File: src/rtl/wb_cmd_master.sv
// wb_cmd_master: command-FIFO driven single-beat Wishbone initiator.
// Commands queue in a small FIFO, each one becomes a single WBs_* cycle that
// ends on WBs_ACK_i or on a timeout, and the result is returned on Rsp_*.
module wb_cmd_master #(
    parameter int ADDRWIDTH = 17,
    parameter int DATAWIDTH = 32,
    parameter int CMD_FIFO_DEPTH = 4,
    parameter int DEFAULT_CNTR_WIDTH = 3,
    parameter int DEFAULT_CNTR_TIMEOUT = 7,
    parameter logic [DATAWIDTH-1:0] DEFAULT_READ_VALUE = 32'hBAD_FAB_AC
) (
    input  logic                 WB_CLK,
    input  logic                 WB_RST_n,
    input  logic                 Cmd_Valid_i,
    output logic                 Cmd_Ready_o,
    input  logic [ADDRWIDTH-1:0] Cmd_Adr_i,
    input  logic                 Cmd_WE_i,
    input  logic [3:0]           Cmd_Byte_Stb_i,
    input  logic [DATAWIDTH-1:0] Cmd_Wr_Dat_i,
    output logic                 Rsp_Valid_o,
    input  logic                 Rsp_Ready_i,
    output logic [DATAWIDTH-1:0] Rsp_Rd_Dat_o,
    output logic                 Rsp_WE_o,
    output logic                 Rsp_Err_o,
    output logic [ADDRWIDTH-1:0] WBs_ADR_o,
    output logic                 WBs_CYC_o,
    output logic                 WBs_STB_o,
    output logic                 WBs_WE_o,
    output logic                 WBs_RD_o,
    output logic [3:0]           WBs_BYTE_STB_o,
    output logic [DATAWIDTH-1:0] WBs_WR_DAT_o,
    input  logic [DATAWIDTH-1:0] WBs_RD_DAT_i,
    input  logic                 WBs_ACK_i,
    output logic                 Busy_o
);

    localparam int PTRW = (CMD_FIFO_DEPTH > 1) ? $clog2(CMD_FIFO_DEPTH) : 1;
    localparam int ENTW = ADDRWIDTH + 1 + 4 + DATAWIDTH;
    localparam int CW   = DEFAULT_CNTR_WIDTH;

    localparam logic [PTRW:0]   FULL_CNT = (PTRW+1)'(CMD_FIFO_DEPTH);
    localparam logic [PTRW:0]   ONE_CNT  = {{PTRW{1'b0}}, 1'b1};
    localparam logic [PTRW-1:0] ONE_PTR  = {{(PTRW-1){1'b0}}, 1'b1};
    localparam logic [CW-1:0]   TERM_CNT = CW'(DEFAULT_CNTR_TIMEOUT);
    localparam logic [CW-1:0]   ONE_TMO  = {{(CW-1){1'b0}}, 1'b1};

    typedef enum logic [1:0] {
        ST_IDLE = 2'd0,
        ST_REQ  = 2'd1,
        ST_RSP  = 2'd2
    } state_e;

    // FIFO storage and bookkeeping
    logic [ENTW-1:0]  fifo_mem_q [CMD_FIFO_DEPTH];
    logic [PTRW-1:0]  wr_ptr_q, rd_ptr_q;
    logic [PTRW:0]    count_q, count_d;
    logic             full_q, full_d;
    logic             push_s, pop_s, empty_s;
    logic [ENTW-1:0]  head_s;

    // FSM state, timeout counter and registered outputs
    state_e                state_q, state_d;
    logic [CW-1:0]         cnt_q, cnt_d;
    logic [ADDRWIDTH-1:0]  adr_q, adr_d;
    logic                  cyc_q, cyc_d;
    logic                  stb_q, stb_d;
    logic                  we_q, we_d;
    logic                  rd_q, rd_d;
    logic [3:0]            bs_q, bs_d;
    logic [DATAWIDTH-1:0]  wdat_q, wdat_d;
    logic                  rsp_valid_q, rsp_valid_d;
    logic [DATAWIDTH-1:0]  rsp_dat_q, rsp_dat_d;
    logic                  rsp_we_q, rsp_we_d;
    logic                  rsp_err_q, rsp_err_d;
    logic                  busy_q, busy_d;

    // Full is a registered flag: a full FIFO refuses even when popping this edge.
    assign push_s  = Cmd_Valid_i & ~full_q;
    assign empty_s = (count_q == {(PTRW+1){1'b0}});
    assign head_s  = fifo_mem_q[rd_ptr_q];

    // FIFO occupancy next state
    always_comb begin
        count_d = count_q;
        case ({push_s, pop_s})
            2'b10:   count_d = count_q + ONE_CNT;
            2'b01:   count_d = count_q - ONE_CNT;
            default: count_d = count_q;
        endcase
        full_d = (count_d == FULL_CNT);
    end

    // FIFO storage write and pointer/occupancy registers
    always_ff @(posedge WB_CLK or negedge WB_RST_n) begin
        if (!WB_RST_n) begin
            for (int i = 0; i < CMD_FIFO_DEPTH; i++) begin
                fifo_mem_q[i] <= {ENTW{1'b0}};
            end
            wr_ptr_q <= {PTRW{1'b0}};
            rd_ptr_q <= {PTRW{1'b0}};
            count_q  <= {(PTRW+1){1'b0}};
            full_q   <= 1'b0;
        end else begin
            if (push_s) begin
                fifo_mem_q[wr_ptr_q] <= {Cmd_Adr_i, Cmd_WE_i, Cmd_Byte_Stb_i, Cmd_Wr_Dat_i};
                wr_ptr_q             <= wr_ptr_q + ONE_PTR;
            end
            if (pop_s) begin
                rd_ptr_q <= rd_ptr_q + ONE_PTR;
            end
            count_q <= count_d;
            full_q  <= full_d;
        end
    end

    // Bus FSM: issue one cycle, wait for ACK or timeout, hold response until taken
    always_comb begin
        state_d     = state_q;
        cnt_d       = cnt_q;
        adr_d       = adr_q;
        cyc_d       = cyc_q;
        stb_d       = stb_q;
        we_d        = we_q;
        rd_d        = rd_q;
        bs_d        = bs_q;
        wdat_d      = wdat_q;
        rsp_valid_d = rsp_valid_q;
        rsp_dat_d   = rsp_dat_q;
        rsp_we_d    = rsp_we_q;
        rsp_err_d   = rsp_err_q;
        pop_s       = 1'b0;
        case (state_q)
            ST_IDLE: begin
                if (!empty_s) begin
                    pop_s   = 1'b1;
                    {adr_d, we_d, bs_d, wdat_d} = head_s;
                    rd_d    = ~head_s[DATAWIDTH+4];
                    cyc_d   = 1'b1;
                    stb_d   = 1'b1;
                    cnt_d   = {CW{1'b0}};
                    state_d = ST_REQ;
                end else begin
                    state_d = ST_IDLE;
                end
            end
            ST_REQ: begin
                if (WBs_ACK_i || (cnt_q == TERM_CNT)) begin
                    // ACK wins over a timeout on the terminal-count edge
                    if (WBs_ACK_i) begin
                        rsp_dat_d = we_q ? {DATAWIDTH{1'b0}} : WBs_RD_DAT_i;
                        rsp_err_d = 1'b0;
                    end else begin
                        rsp_dat_d = we_q ? {DATAWIDTH{1'b0}} : DEFAULT_READ_VALUE;
                        rsp_err_d = 1'b1;
                    end
                    rsp_we_d    = we_q;
                    rsp_valid_d = 1'b1;
                    adr_d       = {ADDRWIDTH{1'b0}};
                    cyc_d       = 1'b0;
                    stb_d       = 1'b0;
                    we_d        = 1'b0;
                    rd_d        = 1'b0;
                    bs_d        = 4'h0;
                    wdat_d      = {DATAWIDTH{1'b0}};
                    state_d     = ST_RSP;
                end else begin
                    cnt_d = cnt_q + ONE_TMO;
                end
            end
            ST_RSP: begin
                if (Rsp_Ready_i) begin
                    rsp_valid_d = 1'b0;
                    state_d     = ST_IDLE;
                end else begin
                    state_d = ST_RSP;
                end
            end
            default: begin
                state_d     = ST_IDLE;
                rsp_valid_d = 1'b0;
                adr_d       = {ADDRWIDTH{1'b0}};
                cyc_d       = 1'b0;
                stb_d       = 1'b0;
                we_d        = 1'b0;
                rd_d        = 1'b0;
                bs_d        = 4'h0;
                wdat_d      = {DATAWIDTH{1'b0}};
            end
        endcase
        busy_d = (state_d != ST_IDLE) | (count_d != {(PTRW+1){1'b0}});
    end

    // FSM state and registered output flops
    always_ff @(posedge WB_CLK or negedge WB_RST_n) begin
        if (!WB_RST_n) begin
            state_q     <= ST_IDLE;
            cnt_q       <= {CW{1'b0}};
            adr_q       <= {ADDRWIDTH{1'b0}};
            cyc_q       <= 1'b0;
            stb_q       <= 1'b0;
            we_q        <= 1'b0;
            rd_q        <= 1'b0;
            bs_q        <= 4'h0;
            wdat_q      <= {DATAWIDTH{1'b0}};
            rsp_valid_q <= 1'b0;
            rsp_dat_q   <= {DATAWIDTH{1'b0}};
            rsp_we_q    <= 1'b0;
            rsp_err_q   <= 1'b0;
            busy_q      <= 1'b0;
        end else begin
            state_q     <= state_d;
            cnt_q       <= cnt_d;
            adr_q       <= adr_d;
            cyc_q       <= cyc_d;
            stb_q       <= stb_d;
            we_q        <= we_d;
            rd_q        <= rd_d;
            bs_q        <= bs_d;
            wdat_q      <= wdat_d;
            rsp_valid_q <= rsp_valid_d;
            rsp_dat_q   <= rsp_dat_d;
            rsp_we_q    <= rsp_we_d;
            rsp_err_q   <= rsp_err_d;
            busy_q      <= busy_d;
        end
    end

    assign Cmd_Ready_o    = ~full_q;
    assign Rsp_Valid_o    = rsp_valid_q;
    assign Rsp_Rd_Dat_o   = rsp_dat_q;
    assign Rsp_WE_o       = rsp_we_q;
    assign Rsp_Err_o      = rsp_err_q;
    assign WBs_ADR_o      = adr_q;
    assign WBs_CYC_o      = cyc_q;
    assign WBs_STB_o      = stb_q;
    assign WBs_WE_o       = we_q;
    assign WBs_RD_o       = rd_q;
    assign WBs_BYTE_STB_o = bs_q;
    assign WBs_WR_DAT_o   = wdat_q;
    assign Busy_o         = busy_q;

endmodule

File: config.mk
export PLATFORM = sky130hd
export DESIGN_NAME = wb_cmd_master
export DESIGN_NICKNAME = d
export VERILOG_FILES = /design/src/rtl/wb_cmd_master.sv
export SDC_FILE = /design/constraint.sdc
export NUM_CORES = 1
export LEC_CHECK = 0
export ABC_AREA = 0
export ABC_CLOCK_PERIOD_IN_PS = 3200
export BUFFER_PORTS_ARGS = -buffer_cell sky130_fd_sc_hd__clkbuf_2
export CAP_MARGIN = 10
export CORE_ASPECT_RATIO = 1.1
export CORE_MARGIN = 4
export CORE_UTILIZATION = 60
export CTS_BUF_LIST = sky130_fd_sc_hd__clkbuf_4 sky130_fd_sc_hd__clkbuf_8
export CTS_CLUSTER_SIZE = 24
export DETAILED_ROUTE_END_ITERATION = 10
export PLACE_DENSITY = 0.86
export SETUP_SLACK_MARGIN = 0.15
export SYNTH_ARGS = -nofsm -noshare
export SYNTH_HDL_FRONTEND = slang
export SYNTH_SLANG_ARGS = --single-unit
File: constraint.sdc
create_clock -name WB_CLK -period 3.2 [get_ports WB_CLK]
set_clock_uncertainty 0.2 [all_clocks]
set_input_delay 0.48 -clock WB_CLK [delete_from_list [all_inputs] [get_ports WB_CLK]]
set_output_delay 0.48 -clock WB_CLK [all_outputs]
set_load 0.01 [all_outputs]
# After elaboration in Yosys (flattened, before gate mapping)

Index checks and enable logic that the tools add are counted.

Equal/unequal tests: 10
$lt $le $gt $ge: 3
Reduce and logical (&&, ||, !) cells: 11
Bitwise operators: 8
$add $sub $neg: 5
Mux-type cells: 39

Operators by type and width:

| operator              | count |
|---|---|
| $bwmux W216           | 1 |
| $mux W54              | 3 |
| $mux W32              | 5 |
| $bmux W54 S2          | 1 |
| $demux W54 S2         | 1 |
| $pmux W32 S3          | 1 |
| $pmux W17 S3          | 1 |
| $mux W17              | 2 |
| $pmux W1 S3           | 4 |
| $pmux W3 S2           | 2 |
| $pmux W4 S3           | 1 |
| $mux W1               | 10 |
| $reduce_and A3 Y1     | 3 |
| $mux W4               | 2 |
| $ne A2 B2 Y1 const B  | 4 |
| $add A3 B1 Y3 const B | 2 |
| $eq A3 B3 Y1 const B  | 2 |
| $ge A3 B3 Y1 const B  | 2 |
| $mux W3               | 2 |
| $not A2 Y3            | 2 |
| $pmux W2 S3           | 1 |
| $add A2 B1 Y2 const B | 2 |
| $eq A2 B1 Y1 const B  | 2 |
| $eq A2 B2 Y1 const B  | 2 |
| 13 further kinds      | 18 |

Input port bits: 91
Output and inout port bits: 94
Bits in registers: 321

# Depth between registers and ports, before layout

Gate-level depths: netlist of the first run.

Depth after elaboration: 7
Gate-level depth with buffers: 12
Mapped depth without buffers: 10

# Worst setup path before layout of the first run

OpenSTA, ideal clock, no wires.

Path type: register -> register
Start point: register state_q[1]
End point: register busy_q (netlist: Busy_o)
Arrival time: 2.239 ns
Stages on the path, launching flop included: 12
Buffers on the path: 2
Clock period less this slack: 2.569 ns
Data required time: 2.870 ns
Slack: 0.631 ns
Cell sequence: dfrtp_1 -> or3_1 -> buf_4 -> clkinv_4 -> buf_2 -> ha_1 -> inv_1 -> fa_1 -> xor2_1 -> nor2_1 -> xnor2_1 -> nand3b_1

Cells in the longest elaborated chain, start to end: 6

Ends and longest elaborated chain:

| element                                      | RTL line | text |
|---|---|---|
| start: declaration                           | 62       | `state_e state_q, state_d;` |
| start signal: assignment                     | 211      | `state_q <= state_d;` |
| $logic_not A2 Y1                             | 132      | `case (state_q)` |
| $mux W1                                      | 132      |  |
| $eq A2 B1 Y1 or $eq A2 B2 Y1 (tied branches) | 85       | `case ({push_s, pop_s})` |
| $pmux W3 S2                                  | 85       |  |
| $reduce_bool A3 Y1                           | 190      | `busy_d = (state_d != ST_IDLE) \| (count_d != {(PTRW+1){1'b0}});` |
| $or A1 B1 Y1 *                               | 190      |  |
| via busy_d                                   | 75       | `logic busy_q, busy_d;` |
| end signal: assignment                       | 224      | `busy_q <= busy_d;` |
| end: declaration                             | 75       |  |

Mark *: on every way through the listed nets, which the timed path passes. The rest lies on a longest branch.
A chain may end at the register's enable or synchronous reset.

# Worst setup path after layout of the first run

Start point: register state_q[1]
End point: register full_q

Cells in the longest elaborated chain, start to end: 5

Ends and longest elaborated chain:

| element                                      | RTL line | text |
|---|---|---|
| $logic_not A2 Y1 *                           | 132      |  |
| $mux W1 *                                    | 132      |  |
| $eq A2 B1 Y1 or $eq A2 B2 Y1 (tied branches) | 85       |  |
| $pmux W3 S2 *                                | 85       |  |
| $eq A3 B3 Y1 *                               | 90       | `full_d = (count_d == FULL_CNT);` |
| via full_d                                   | 57       | `logic full_q, full_d;` |
| end signal: assignment                       | 112      | `full_q <= full_d;` |
| end: declaration                             | 57       |  |

Marked as above.

==> results.json, run 1 <==
{
  "critPathMaxFanout": 8,
  "synth.area.top_cells": "dfrtp_1, mux2_2, mux4_2, a22o_1, nand2_1",
  "drv_cap": 0,
  "avgRoutedWirePerCell_um": 20.51,
  "h-tree-depth": 2,
  "yosysUniqueCellTypes": 31,
  "antenna_found_initial": 2,
  "drt_wl_total_mm": 29.72,
  "multi_input_area_sq_um": 5042,
  "r2r_slack_ps": 570,
  "finalMaxSlewViolations": 0,
  "seq_area_frac_synth": 0.5981,
  "r2r-end": "full_q",
  "final.setup.tns_ps": 0,
  "place.gp.congestion": 0.7645,
  "postSynthNetCount": 967,
  "peakVddDrop_mv": 0.6721,
  "switchingPower_mw": 5.606,
  "dr.pass1.iters": 4,
  "clkTransAtPathRegs_ps": 60,
  "holdCritStartpoint": "Cmd_Wr_Dat_i[17]",
  "grt_pass1_vias": 9200,
  "cp.arrival_ps": 2840,
  "initialDrtViolationCount": 422,
  "layout_commonest_cell": "dfrtp_1",
  "switching_share": 0.3181,
  "die_h_um": 164.9,
  "clock_path_buffers": 3,
  "layout_common_cells": "dfrtp_1, mux2_2, clkbuf_2",
  "ios": 185,
  "fillers": 1316,
  "rsz0062_at_grt": "no",
  "synthesis.area_sq_um": 13430,
  "remaining_drc_errors": 0,
  "cts_resized": 0,
  "dieArea_sq_um": 24840,
  "clk_latency_ps": 550,
  "cts-buffers-inserted": 49,
  "post_cts_buffers": 0,
  "nets": 1217,
  "p_seq_frac": 0.412,
  "start_kind": "register",
  "numPortBuffers": 184,
  "core-area_sq_um": 22040,
  "critPathCaptureType": "register",
  "fp-row-count": 57,
  "power_frac_comb": 0.374,
  "area_delta_synth_final_pct": 21.56,
  "yosys.area.top_type": "dfrtp_1",
  "p_total_mw": 17.62,
  "dp.final_hpwl_mm": 18.53,
  "worst_pin_slew_ps": 780.9,
  "yosys.area.top_type_share": 0.5981,
  "ant_nets": 0,
  "period_share": 0.8205,
  "yosys_warnings": 0,
  "reg2regPathDepth": 9,
  "critPathKind": "register to register",
  "cts_sinks": 321,
  "relSlewSlack": 0.4794,
  "dieWidth_um": 150.7,
  "whs_endpoint": "fifo_mem_q[17]",
  "cts_tree": "done",
  "p_int_mw": 12.02,
  "drive_gt1_frac": 0.4957,
  "grt_pass1_wl_mm": 48.31,
  "grt_overflow": 0,
  "grt_usage": 0.2479,
  "finalHoldViolCount": 0,
  "worst_hold_slack_ps": 28.22,
  "reg2reg_from": "state_q[1]",
  "setup_viol": 0,
  "ys_ff_latch": 321,
  "hold_buffers": 48,
  "seq_area_sq_um": 8038,
  "whs_path_depth": 2,
  "grt_max_degree": 85,
  "syn_avg_cell_area_sq_um": 15.47,
  "power_leakage_nw": 7.546,
  "initial_utilization": 0.6094,
  "max_freq_mhz": 380.8,
  "cp_data_required_time_ps": 3420,
  "vias_per_cell": 5.670,
  "hp-class": "input pin to register",
  "status": "finished, final reports clean",
  "power.density_nw_per_um2": 1079,
  "vias": 8216,
  "postSynthCellCount": 868,
  "clkPwrFrac": 0.214,
  "fin_crit_ps": 2626,
  "root_buffer": "clkbuf_8"
}
Yosys cell counts (all sizes together):
| library cell | n |
|---|---|
| a21oi | 5 |
| a22o | 54 |
| and3 | 1 |
| buf | 45 |
| clkbuf | 13 |
| clkinv | 1 |
| dfrtp | 321 |
| fa | 1 |
| ha | 7 |
| inv | 10 |
| mux2 | 217 |
| mux4 | 54 |
| nand2 | 55 |
| nand3 | 5 |
| nand3b | 1 |
| nor2 | 5 |
| nor2b | 26 |
| nor3 | 1 |
| nor3b | 1 |
| o21ai | 15 |
| o2bb2ai | 1 |
| o31a | 1 |
| o31ai | 21 |
| or3 | 1 |
| xnor2 | 5 |
| xor2 | 1 |
critical path, cell delays in order (launching register included):
cell,delay (ps)
dfrtp_1,420
or3_1,570
clkinv_4,130
ha_1,180
inv_1,60
fa_1,370
xor2_1,140
nor2_1,70
xnor2_1,250
nor2_1,110
flip-flops by register name, indices dropped and copies added (netlist names), 2 cells and up:
register	cells
WBs_ADR_o	17
count_q	3
WBs_BYTE_STB_o	4
fifo_mem_q	216
state_q	2
wr_ptr_q	2
Rsp_Rd_Dat_o	32
rd_ptr_q	2
cnt_q	3
WBs_WR_DAT_o	32
cell families after synthesis:
logic type / count (synthesis) / share of synthesized area
xor gates and xnor gates: 6 / 0.003913
DFF: 321 / 0.5981
buffers and inverters: 69 / 0.02776
muxes: 271 / 0.2725
AOI/OAI and AO/OA: 97 / 0.05599
and+or+nand+nor: 96 / 0.03373
adders and majority gates: 8 / 0.008012
cell type report:
type / instances / share of cell area
diodes: 2 / 0.0003066
well taps: 295 / 0.02261
repair buffers: 257 / 0.1052
inverters: 11 / 0.002836
clock inverters: 12 / 0.01134
multi-input cells: 478 / 0.3089
clock buffers: 73 / 0.05656
flip-flops and latches: 321 / 0.4923
how the worst max path moves through the flow:
stage,startpoint,end,slack [ps],cells past startpoint
after floorplan,state_q[1],Busy_o,630,11
after global placement,Cmd_Valid_i,Busy_o,570,9
after detailed placement,Cmd_Valid_i,full_q,490,9
after CTS,state_q[1],full_q,570,9
after global routing,state_q[1],Busy_o,360,9
final,state_q[1],full_q,570,9
per-stage QoR:
stage	std cells	cell area [sq um]	utilization	setup WS, ps
CTS	1445	16300	0.7397	574.7
detailed placement	1312	14710	0.6676	490.4
global route	1449	16330	0.7408	362.6
global placement	1312	14710	0.6676	574.6
finish	1449	16330	0.7408	574.3
floorplan	868	13430	-	630.8
power groups by stage:
stage          sequential (mW)  combinational [mW]  clock (mW)
6_report                  7.25                6.60        3.77
5_1_grt                   7.47                7.19        4.05
4_1_cts                   7.24                6.65        3.84
3_5_place_dp              7.28                6.57           0
3_3_place_gp              7.15                6.30           0
2_1_floorplan             7.03                4.87           0
per-layer routing:
metal / up-vias / track usage / wire, um
met5: - / 0 / 0
met4: 0 / 0.09357 / 690
met3: 60 / 0.05845 / 2082
met2: 274 / 0.4244 / 15350
met1: 4195 / 0.3093 / 11600
li1: 3687 / - / -
Power figures use the tool's default switching activity.
==> run 2, diff against run 1 <==
--- a/config.mk
+++ b/config.mk
@@ -6,7 +6,7 @@
 export NUM_CORES = 1
 export LEC_CHECK = 0
 export ABC_AREA = 0
-export ABC_CLOCK_PERIOD_IN_PS = 3200
+export ABC_CLOCK_PERIOD_IN_PS = 2700
 export BUFFER_PORTS_ARGS = -buffer_cell sky130_fd_sc_hd__clkbuf_2
 export CAP_MARGIN = 10
 export CORE_ASPECT_RATIO = 1.1
==> constraint.sdc (replaced) <==
create_clock -name WB_CLK -period 2.7 [get_ports WB_CLK]
set_clock_uncertainty 0.2 [all_clocks]
set_input_delay 0.405 -clock WB_CLK [delete_from_list [all_inputs] [get_ports WB_CLK]]
set_output_delay 0.405 -clock WB_CLK [all_outputs]
set_load 0.01 [all_outputs]
==> run 2 against run 1 <==
Sequential share of layout area down 1.1 points. Clock power is 13% higher. Core utilization up 1.7 points.
==> results.json, run 2 (same netlist as run 1, synthesis figures left out) <==
{
  "power_leakage_nw": 7.710,
  "cp_data_required_time_ps": 2930,
  "max_stage_delay_ps": 450,
  "start_kind": "register",
  "place.gp.congestion": 0.7419,
  "cp.arrival_ps": 2620,
  "hold_buffers": 86,
  "dp.final_hpwl_mm": 18.55,
  "ant_nets": 0,
  "rsz0062_at_grt": "no",
  "dr.pass1.iters": 5,
  "core-area_sq_um": 22040,
  "area_delta_synth_final_pct": 24.28,
  "h-tree-depth": 2,
  "power.density_nw_per_um2": 1243,
  "num_antenna_cells": 0,
  "dieWidth_um": 150.7,
  "remaining_drc_errors": 0,
  "critPathMaxFanout": 5,
  "worst_pin_slew_ps": 672.6,
  "vias_per_cell": 5.749,
  "drt_wl_total_mm": 30.69,
  "grt_usage": 0.2531,
  "antenna_found_initial": 0,
  "drive_gt1_frac": 0.4845,
  "clkTransAtPathRegs_ps": 60,
  "setup_viol": 0,
  "root_buffer": "clkbuf_8",
  "path_cells": "or3_1 > clkinv_4 > ha_1 > inv_1 > fa_1 > xor2_1 > nor2_1 > xnor2_1 > nand3b_1",
  "dp.cells": 1318,
  "layout_common_cells": "dfrtp_1, mux2_2, clkbuf_2",
  "relSlewSlack": 0.5507,
  "cts_tree": "done",
  "initialDrtViolationCount": 446,
  "numPortBuffers": 184,
  "finalMaxSlewViolations": 0,
  "grt_overflow": 0,
  "final.setup.tns_ps": 0,
  "slowest_stage": "or3_1",
  "layout_commonest_cell": "dfrtp_1",
  "die_h_um": 164.9,
  "status": "finished, final reports clean",
  "nets": 1260,
  "fin_crit_ps": 2390,
  "hp-class": "input pin to register",
  "critPathCaptureType": "register",
  "dieArea_sq_um": 24840,
  "critPathKind": "register to register",
  "stdcell_count": 1492,
  "fp-row-count": 57,
  "largest_reg_flops": 216,
  "worst-path-buf-inv": 2,
  "drv_cap": 0,
  "grt_pass1_vias": 9332,
  "cts_resized": 0,
  "grt_pass1_wl_mm": 49.34,
  "vias": 8578,
  "avgRoutedWirePerCell_um": 20.57,
  "clock_path_buffers": 3,
  "clk_latency_ps": 570,
  "ios": 185,
  "post_cts_buffers": 0,
  "max_freq_mhz": 418.4,
  "grt_max_degree": 72,
  "finalHoldViolCount": 0,
  "peakVddDrop_mv": 0.6912,
  "utilization": 0.7574,
  "cts_sinks": 321,
  "cp_top_family": "simple AND/OR/NAND/NOR gates",
  "cts-buffers-inserted": 50,
  "initial_utilization": 0.6094,
  "period_share": 0.8852,
  "regMostFlops": "fifo_mem_q"
}
[run 2: cell count changes in the layout (fill, tap and decap cells not counted), moves of 2 or more]
| cell | previous run | this run |
|---|---|---|
| diode_2 | 2 | 0 |
| clkbuf_8 | 60 | 68 |
| dlygate4sd3_1 | 50 | 86 |
| bufinv_16 | 5 | 0 |
| clkinv_2 | 7 | 5 |
| buf_4 | 14 | 20 |
[run 2: report_power, final]
part	switching, mW	internal, mW	total [mW]	leakage (nW)
clock network	1.84	2.42	4.26	0.573
registers	1.31	7.20	8.51	3.88
logic	3.53	4.45	7.98	3.25
total	6.68	14.1	20.8	7.71
[run 2: worst paths after layout]
kind,startpoint,endpoint,slack [ps],cells after the start
max,state_q[1],Busy_o,310,9
min,WBs_RD_DAT_i[15],Rsp_Rd_Dat_o[15],30,3
max reg2reg,state_q[1],Busy_o,310,9
min reg2reg,Rsp_Rd_Dat_o[4],Rsp_Rd_Dat_o[4],290,2
max in group asynchronous,WB_RST_n,fifo_mem_q[188],1150,3
min in group asynchronous,WB_RST_n,fifo_mem_q[175],200,2
[run 2: final cells by class]
type | instances | area [sq um]
inverter | 11 | 46.29
timing repair buffer | 299 | 2122
clock buffer | 82 | 1041
multi-input combinational | 478 | 5042
clock inverter | 6 | 32.53
tap | 295 | 369.1
fill | 1215 | 5346
sequential | 321 | 8038
[run 2: per-stage QoR]
step / hold WS, ps / power (mW) / cell area, sq um / setup WS (ps)
after floorplan: -90.59 / 14.11 / 13430 / 175.8
after global placement: 212.7 / 15.96 / 14760 / 347.0
after detailed placement: 215.5 / 16.42 / 14760 / 314.7
after CTS: 1.661 / 20.85 / 16690 / 302.9
after global routing: 11.81 / 21.98 / 16690 / 159.6
final: 30.50 / 20.75 / 16690 / 310.0
[run 2: routing by layer]
| layer | vias up | GRT usage | share of wire |
|---|---|---|---|
| met4 | 0 | 0.09233 | 0.028 |
| met1 | 4493 | 0.3240 | 0.41 |
| met2 | 243 | 0.4403 | 0.51 |
| li1 | 3774 | - | - |
| met5 | - | 0 | 0 |
| met3 | 68 | 0.04061 | 0.050 |
[run 2: worst min-delay path: cells and delay by family]
family                 cells  cell delay (ps)
and+or+nand+nor            1               60
AOI/OAI and AO/OA          1              210
buffers and inverters      1               80
